### config.mk
export PLATFORM = sky130hd
export DESIGN_NAME = bcd_count_scan_flat
export DESIGN_NICKNAME = d
export VERILOG_FILES = /design/src/rtl/bcd_count_scan_if.sv /design/src/rtl/bcd_count_scan.sv /design/src/flat_wrapper.sv
export SDC_FILE = /design/constraint.sdc
export NUM_CORES = 1
export LEC_CHECK = 0
export CAP_MARGIN = 20
export CELL_PAD_IN_SITES_DETAIL_PLACEMENT = 0
export CELL_PAD_IN_SITES_GLOBAL_PLACEMENT = 1
export CORE_ASPECT_RATIO = 0.75
export CORE_MARGIN = 2
export CORE_UTILIZATION = 40
export DETAILED_ROUTE_END_ITERATION = 8
export GPL_ROUTABILITY_DRIVEN = 0
export GPL_TIMING_DRIVEN = 0
export HOLD_SLACK_MARGIN = 0.15
export PLACE_DENSITY_LB_ADDON = 0.1
export SETUP_SLACK_MARGIN = 0.05
export SYNTH_ARGS = -nofsm -noshare
export SYNTH_HDL_FRONTEND = slang
export SYNTH_SLANG_ARGS = --single-unit
### constraint.sdc
create_clock -name CLK -period 1.9 [get_ports CLK]
set_input_delay 0.38 -clock CLK [delete_from_list [all_inputs] [get_ports CLK]]
set_output_delay 0.38 -clock CLK [all_outputs]
set_load 0.01 [all_outputs]
### src/rtl/bcd_count_scan_if.sv
// Bundle of the counter controls and the scanned display outputs of bcd_count_scan.
// The master side drives CLR/INC/DEC; the slave side (the counter) drives NUM/AN/CARRY/BORROW.
interface bcd_count_scan_if;
    logic       CLR;
    logic       INC;
    logic       DEC;
    logic [3:0] NUM;
    logic [3:0] AN;
    logic       CARRY;
    logic       BORROW;

    modport master (
        output CLR, INC, DEC,
        input  NUM, AN, CARRY, BORROW
    );

    modport slave (
        input  CLR, INC, DEC,
        output NUM, AN, CARRY, BORROW
    );
endinterface

### src/rtl/bcd_count_scan.sv
// 4-digit BCD up/down counter (0000-9999) with a time-multiplexed digit scanner.
// Optional macro LEADING_ZERO_BLANK_EN: show leading zero digits (except digit 0) as 4'hF.
module bcd_count_scan #(
    parameter int unsigned SCAN_DIV = 50000
) (
    input  logic              CLK,
    input  logic              RST,
    bcd_count_scan_if.slave   bus
);

    localparam int unsigned PW = (SCAN_DIV > 1) ? $clog2(SCAN_DIV) : 1;
    localparam logic [PW-1:0] PRESC_LAST = PW'(SCAN_DIV - 1);

    logic [3:0][3:0] cnt_q, cnt_d;
    logic            carry_q, carry_d;
    logic            borrow_q, borrow_d;
    logic [PW-1:0]   presc_q, presc_d;
    logic [1:0]      idx_q, idx_d;
    logic [3:0]      an_q, an_d;
    logic [3:0]      num_q, num_d;
    logic            rip;

    // Ripple stops at the first nibble that does not wrap; a ripple out of D3 is the wrap pulse.
    always_comb begin
        cnt_d    = cnt_q;
        carry_d  = 1'b0;
        borrow_d = 1'b0;
        rip      = 1'b1;
        if (bus.CLR) begin
            cnt_d = '0;
        end else if (bus.INC && !bus.DEC) begin
            for (int unsigned i = 0; i < 4; i++) begin
                if (rip) begin
                    if (cnt_q[i] == 4'd9) begin
                        cnt_d[i] = 4'd0;
                    end else begin
                        cnt_d[i] = cnt_q[i] + 4'd1;
                        rip      = 1'b0;
                    end
                end
            end
            carry_d = rip;
        end else if (bus.DEC && !bus.INC) begin
            for (int unsigned i = 0; i < 4; i++) begin
                if (rip) begin
                    if (cnt_q[i] == 4'd0) begin
                        cnt_d[i] = 4'd9;
                    end else begin
                        cnt_d[i] = cnt_q[i] - 4'd1;
                        rip      = 1'b0;
                    end
                end
            end
            borrow_d = rip;
        end
    end

    // AN and NUM are both derived from the next scan index so they update on the same edge.
    always_comb begin
        presc_d = presc_q + 1'b1;
        idx_d   = idx_q;
        if (presc_q == PRESC_LAST) begin
            presc_d = '0;
            idx_d   = idx_q + 2'd1;
        end
        an_d  = ~(4'b0001 << idx_d);
        num_d = cnt_q[idx_d];
`ifdef LEADING_ZERO_BLANK_EN
        case (idx_d)
            2'd3:    if (cnt_q[3] == 4'd0) num_d = 4'hF;
            2'd2:    if (cnt_q[3] == 4'd0 && cnt_q[2] == 4'd0) num_d = 4'hF;
            2'd1:    if (cnt_q[3] == 4'd0 && cnt_q[2] == 4'd0 && cnt_q[1] == 4'd0) num_d = 4'hF;
            default: num_d = cnt_q[0];
        endcase
`endif
    end

    always_ff @(posedge CLK) begin
        if (RST) begin
            cnt_q    <= '0;
            carry_q  <= 1'b0;
            borrow_q <= 1'b0;
            presc_q  <= '0;
            idx_q    <= '0;
            an_q     <= 4'b1110;
            num_q    <= '0;
        end else begin
            cnt_q    <= cnt_d;
            carry_q  <= carry_d;
            borrow_q <= borrow_d;
            presc_q  <= presc_d;
            idx_q    <= idx_d;
            an_q     <= an_d;
            num_q    <= num_d;
        end
    end

    assign bus.NUM    = num_q;
    assign bus.AN     = an_q;
    assign bus.CARRY  = carry_q;
    assign bus.BORROW = borrow_q;

endmodule

### src/flat_wrapper.sv
// flat-port wrapper written by rule: the top's interface ports become plain ports
module bcd_count_scan_flat 
#(
    parameter int unsigned SCAN_DIV = 50000
)
  (CLK, RST, bus_CLR, bus_INC, bus_DEC, bus_NUM, bus_AN, bus_CARRY, bus_BORROW);
  bcd_count_scan_if bus_i ();
  input  logic CLK;
  input  logic RST;
  input wire logic [$bits(bus_i.CLR)-1:0] bus_CLR;
  input wire logic [$bits(bus_i.INC)-1:0] bus_INC;
  input wire logic [$bits(bus_i.DEC)-1:0] bus_DEC;
  output wire logic [$bits(bus_i.NUM)-1:0] bus_NUM;
  output wire logic [$bits(bus_i.AN)-1:0] bus_AN;
  output wire logic [$bits(bus_i.CARRY)-1:0] bus_CARRY;
  output wire logic [$bits(bus_i.BORROW)-1:0] bus_BORROW;
  assign bus_i.CLR = bus_CLR;
  assign bus_i.INC = bus_INC;
  assign bus_i.DEC = bus_DEC;
  assign bus_NUM = bus_i.NUM;
  assign bus_AN = bus_i.AN;
  assign bus_CARRY = bus_i.CARRY;
  assign bus_BORROW = bus_i.BORROW;
  bcd_count_scan #(.SCAN_DIV(SCAN_DIV)) u_core (.CLK(CLK), .RST(RST), .bus(bus_i));
endmodule
Word level (Yosys, flattened, before mapping). Cells that the tools add are included.

Word-level logic and storage cells: 100. Register bits after elaboration: 44. Input bits: 5. Output and inout bits: 10. Bits in latches: 0. Bits in read-only memories: 0. Memory bits (writable): 0. Memories kept: 0.

Div/mod/pow operators: 0. Shift operators: 1. Mux-type cells: 46. Eq/ne operators: 8. $add $sub $neg: 10. Magnitude comparators: 1. Reductions and logical operators: 19. $mul: 0. Bitwise operators: 5.

Operators by type and width (number): $mux W4 (15); $mux W16 (2); $mux W1 (27); $add A16 B1 Y16 const B (1); $add A4 B1 Y4 const B (4); $eq A16 B16 Y1 const B (1); $eq A4 B4 Y1 const B (4); $logic_not A4 Y1 (4); $sub A4 B1 Y4 const B (4); $reduce_and A3 Y1 (3); $bmux W4 S2 (1); $reduce_bool A2 Y1 (4); $ne A2 B2 Y1 const B (3); $reduce_or A5 Y1 (1); $not A1 Y1 (4); $not A4 Y4 (1); $reduce_or A2 Y1 (2); $reduce_or A4 Y1 (1); $shl A1 B2 Y4 const A (1); $lt A2 B3 Y1 const B (1); $add A2 B1 Y2 const B (1); $logic_and A1 B1 Y1 (2); $logic_not A1 Y1 (2); $mux W2 (1).

Logic depth before layout (Yosys ltp).
Depth in word-level cells: 16. Mapped depth: 9. Gate-level depth less buffers: 7.

Worst setup path after synthesis. Ideal clock, no wire load.

Path type: input to register. Start: input bus_DEC. End: register u_core.cnt_q[10] in the netlist's numbering. Stages on the path: 8. Required time: 1785 ps. Data arrival time: 1681 ps. Setup slack: 104 ps. Buffers on the path: 1. Setup time: 115 ps. Path through: inv_1 ha_1 buf_2 nor2_1 nand3_1 a21oi_2 o21ai_1 a31o_1.

Word-level cells in the longest chain between the ends: 4. Elaborated cells on any way between the ends: 8. Classes of those cells: eq/ne (1); mux (1); reduce/logical (6).

Ends and longest elaborated chain: from (decl) (RTL line flat_wrapper.sv:12) `input wire logic [$bits(bus_i.DEC)-1:0] bus_DEC;`; $logic_not A1 Y1 (RTL line bcd_count_scan.sv:31) `end else if (bus.INC && !bus.DEC) begin`; $logic_and A1 B1 Y1 (RTL line bcd_count_scan.sv:31); $ne A2 B2 Y1 (no line) or $reduce_bool A2 Y1 (tied branches); $reduce_and A3 Y1 (no line); to (signal assigned) (RTL line bcd_count_scan.sv:88) `cnt_q <= cnt_d;`; to (decl) (RTL line bcd_count_scan.sv:14) `logic [3:0][3:0] cnt_q, cnt_d;`.

Several ways; a longest one is shown, not always the timed one. A chain may end at the register's enable or synchronous reset.

Final worst setup path.
Start: register u_core.cnt_q[2] in the netlist's numbering. End: register u_core.cnt_q[12] in the netlist's numbering.

Word-level cells in the longest chain between the ends: 15. Elaborated cells on any way between the ends: 26. Classes of those cells: eq/ne (2); mux (21); reduce/logical (3).

Ends and longest elaborated chain: $logic_not A4 Y1 (RTL line bcd_count_scan.sv:46) `if (cnt_q[i] == 4'd0) begin`; $mux W1 (RTL line bcd_count_scan.sv:46); $mux W1 (RTL line bcd_count_scan.sv:43) `end else if (bus.DEC && !bus.INC) begin`; $mux W1 (RTL line bcd_count_scan.sv:31); $mux W1 (RTL line bcd_count_scan.sv:29) `if (bus.CLR) begin`; $mux W1 (RTL line bcd_count_scan.sv:45) `if (rip) begin`; $mux W1 (RTL line bcd_count_scan.sv:43); $mux W1 (RTL line bcd_count_scan.sv:31); $mux W1 (RTL line bcd_count_scan.sv:29); $mux W1 (RTL line bcd_count_scan.sv:45); $mux W1 (RTL line bcd_count_scan.sv:43); $mux W1 (RTL line bcd_count_scan.sv:31); $mux W1 (RTL line bcd_count_scan.sv:29); $reduce_bool A2 Y1 (no line); $reduce_and A3 Y1 (no line) (*).

Every way passes the cells marked *; elsewhere a longest branch is shown, timed or not. The select of a mux whose other input is x is not followed.

==> metrics.md <==
| Metric | Value |
|---|---|
| Total grt overflow | 0 |
| Areal power density over the cells | around 700 mW/mm^2 |
| Layout cells sized above 1 | between 10% and 20% |
| Via count of the first global-routing pass | roughly 1900 |
| H-tree levels | 2 |
| Flip-flop cell with the highest count after synthesis | sky130_fd_sc_hd__dfxtp_1 |
| List of most frequent post-synthesis cells | 44 x sky130_fd_sc_hd__dfxtp_1, 37 x sky130_fd_sc_hd__nor2_1, 15 x sky130_fd_sc_hd__nand3_1, 14 x sky130_fd_sc_hd__o21ai_0, 14 x sky130_fd_sc_hd__xnor2_1 |
| Nature of the critical path startpoint | register |
| Non-filler cells, final | about 390 |
| Clock buffer count from CTS | 5 |
| Pin count of the biggest net entering global routing | 15 |
| Number of enable flip-flop cells after synthesis | 0 |
| Number of iterations in the first detailed-routing pass | 7 |
| Die width | roughly 94 um |
| Portion of the post-synthesis area used by sequential elements | a little over a third |
| Number of sinks driven by the clock tree | 44 |
| Final Hold Fails | 0 |
| Final-report setup violation count | 0 |
| Final std cell area, no fill | about 0.003 sq mm |
| Sw Ratio | around a quarter |
| Required @ worst endpoint | 2.07 ns |
| Count of synthesis-stage warnings from yosys | 0 |
| Top-area cell type share of the netlist area | 36.5% |
| Count of pins on the block boundary | 15 |
| Placed Area | approximately 0.0026 sq mm |
| Minimum clock period | 1.75 ns |
| Switching power of the nets | between 0.5 and 0.6 mW |
| # nets final | 320 |
| Area of combinational cells with multiple inputs | 0.00146 sq mm |
| RSZ-0062 raised after global routing | no |
| Post-route core utilization | 50.0% |
| Maximum achievable frequency | 0.572 GHz |
| Internal power summed over all cells | 1.50 mW |
| CTS tree | done |
| Vias | 2040 |
| Clock Tree Root | sky130_fd_sc_hd__clkbuf_8 |
| Share of synthesized registers carrying an async set or reset | 0% |
| Reg clk slew, reported paths | 0.09 ns |
| Bufs on Longest Clock Path | 2 |
| Iteration-0 DRC count of the detailed router | about 130 |
| Relative contribution of sequential cells to total power | 47.5% |
| Synthesis-to-layout area growth | 20.7% |
| Min-Delay Path Class | reg2reg |
| Total power of the final layout | 2.00 mW |
| Global-route wire length before repair | roughly 9700 um |
| Port-buffer cells | 13 |
| Number of remaining DRC errors | 0 |
| Post-synth net total | 296 |
| Peak supply drop | roughly 0.00032 V |
| Post-DR wirelength/cell | between 10 and 15 um |
| Largest area contributor in the synthesized netlist | sky130_fd_sc_hd__dfxtp_1 |
| Post-CTS Hold Fix Bufs | 0 |
| Worst skew pair latency | approximately 0.30 ns |
| Smallest hold slack | roughly 0.45 ns |
| Cell variety after synth | 50 |
| Top cells by area, synth | sky130_fd_sc_hd__dfxtp_1 36%, sky130_fd_sc_hd__nor2_1 5.8%, sky130_fd_sc_hd__xnor2_1 5.1% |
| Number of placed instances with taps included | 379 |
| Antenna-violating nets left | 0 |
| Gate power share | 14.1% |
| Post-route clock period utilization | approximately 92% |
| Total Die Area | between 0.006 and 0.007 sq mm |
| Normalized max-slew margin | between 50% and 60% |
| Placeable core region | 0.00583 sq mm |
| Antenna violations before repair | 0 |
| Antenna Cells | 0 |
| Area occupied by registers | 893 sq um |
| Reported leakage power | between 1 and 1.5 nW |
| Average size of a mapped cell | about 8.4 sq um |
| Total of max-cap violations | 0 |
| Final HPWL from detailed placement | around 4000 um |
| Chip height | ~71 um |
| Total of fill cells in the finished design | 547 |
| Seq cells post-synth | 44 |
| Total routing resource utilization after global routing | between 15 and 20% |
| Part of the power in the clock network | a little under two fifths |
| Setup CP Type | reg2reg |
| Cell with the most instances after synthesis | sky130_fd_sc_hd__dfxtp_1 |
| Average via count per standard cell | around 5.2 |
| Starting utilization of the core area | 41.4% |
| Result of the run | finished clean |
| Capturing element type of the critical path | register |
| Synth Cell Area | 0.00241 sq mm |
| Final count of pins violating max slew | 0 |
| Maximum fanout along the worst path | 10 |
| Maximum clock skew at final layout | 0.00550 ns |
| Arrival time of the worst setup path | between 1.5 and 2 ns |
| Gate count after technology mapping | 288 |
| WL final | about 5700 um |
| Transition time at the pin with the least slew margin | 0.609 ns |
| Row cnt | 24 |
## path summary, 6_finish.rpt
path,startpoint,endpoint,slack [ns],depth (start not counted)
max reg2reg,u_core.cnt_q[2],u_core.cnt_q[12],0.15,7
max,u_core.cnt_q[2],u_core.cnt_q[12],0.15,7
min reg2reg,u_core.presc_q[0],u_core.presc_q[0],0.45,1
min,u_core.presc_q[0],u_core.presc_q[0],0.45,1
## stage by stage
step	setup slack, ns	TNS, ns
6_report	0.151	0
5_1_grt	0.0573	0
4_1_cts	0.0716	0
3_5_place_dp	-0.762	-8.38
3_3_place_gp	-0.734	-8.25
2_1_floorplan	0.104	0
## placed cells by master (no fill, tap or decap), types with 3 or more instances in the layout
master / netlist / final
sky130_fd_sc_hd__mux2i_1: 10 / 10
sky130_fd_sc_hd__dfxtp_2: 0 / 4
sky130_fd_sc_hd__buf_6: 3 / 5
sky130_fd_sc_hd__nor3_1: 11 / 9
sky130_fd_sc_hd__or3_1: 5 / 5
sky130_fd_sc_hd__nand4_1: 6 / 6
sky130_fd_sc_hd__xnor2_1: 14 / 14
sky130_fd_sc_hd__nand2_1: 12 / 12
sky130_fd_sc_hd__o22ai_1: 5 / 5
sky130_fd_sc_hd__o21ai_0: 14 / 14
sky130_fd_sc_hd__clkbuf_1: 11 / 8
sky130_fd_sc_hd__and3_1: 4 / 4
sky130_fd_sc_hd__buf_4: 1 / 6
sky130_fd_sc_hd__nor2b_1: 4 / 4
sky130_fd_sc_hd__dfxtp_1: 44 / 38
sky130_fd_sc_hd__nand3_1: 15 / 15
sky130_fd_sc_hd__or2_2: 3 / 3
sky130_fd_sc_hd__buf_2: 9 / 7
sky130_fd_sc_hd__clkdlybuf4s50_1: 0 / 11
sky130_fd_sc_hd__clkbuf_8: 0 / 6
sky130_fd_sc_hd__nor2_1: 37 / 36
sky130_fd_sc_hd__o21ai_1: 3 / 3
sky130_fd_sc_hd__xor2_1: 10 / 8
sky130_fd_sc_hd__inv_1: 8 / 7
sky130_fd_sc_hd__a21oi_1: 13 / 13
sky130_fd_sc_hd__nand2b_1: 6 / 6
## state kept, by name (all words and copies together), names as in the netlist
name	flops
u_core.bus.CARRY	1
u_core.bus.BORROW	1
u_core.bus.NUM	4
u_core.bus.AN	4
u_core.cnt_q	16
u_core.presc_q	16
u_core.idx_q	2
## power groups by stage
| stage | Combinational (mW) | Sequential [mW] | Clock [mW] |
|---|---|---|---|
| finish | 0.282 | 0.952 | 0.771 |
| global route | 0.312 | 0.955 | 0.859 |
| CTS | 0.272 | 0.951 | 0.792 |
| detailed placement | 0.250 | 0.973 | 0 |
| global placement | 0.250 | 0.972 | 0 |
| floorplan | 0.191 | 0.971 | 0 |
## logic make-up (layout without fill, tap and decap cells)
logic type	after synthesis	count (layout)	share of synthesized area, %
adders and majority gates	3	3	1.56
DFF	44	44	36.5
xor gates and xnor gates	24	24	8.71
and+or+nand+nor	120	120	27.1
muxes	10	10	4.15
AOI/OAI and AO/OA	54	54	15.3
buffers and inverters	33	58	6.69
## final cells by class
| cell class | instances | area share (%) |
|---|---|---|
| Buffer | 23 | 4.72 |
| Clock buffer | 6 | 2.83 |
| Clock inverter | 2 | 1.33 |
| Inverter | 8 | 1.03 |
| Multi-Input combinational cell | 211 | 50.2 |
| Sequential cell | 44 | 30.7 |
| Tap cell | 78 | 3.35 |
| Timing Repair Buffer | 19 | 5.93 |
## timing repair
action / in CTS / in global routing
endpoints found under the hold margin: 0 / 0
cloned: 0 / 1
buffers inserted: 3 / 2
gates resized for setup: 13 / 21
setup endpoints to repair: 24 / 9
pin swaps: 4 / 7
## worst max-delay path: stages (launching register included)
cell                       delay (ns)
sky130_fd_sc_hd__dfxtp_1         0.30
sky130_fd_sc_hd__buf_2           0.17
sky130_fd_sc_hd__nor4_2          0.34
sky130_fd_sc_hd__and4_4          0.30
sky130_fd_sc_hd__a2bb2o_4        0.22
sky130_fd_sc_hd__buf_6           0.13
sky130_fd_sc_hd__xor2_1          0.12
sky130_fd_sc_hd__nor2_1          0.05
## metal layers
metal / routed length, um / track usage (%)
met1: 3210 / 30.6
met2: 2190 / 23.8
met3: 234 / 4.73
met4: 37 / 2.90
met5: 0 / 0
Power figures use the tool's default switching activity.
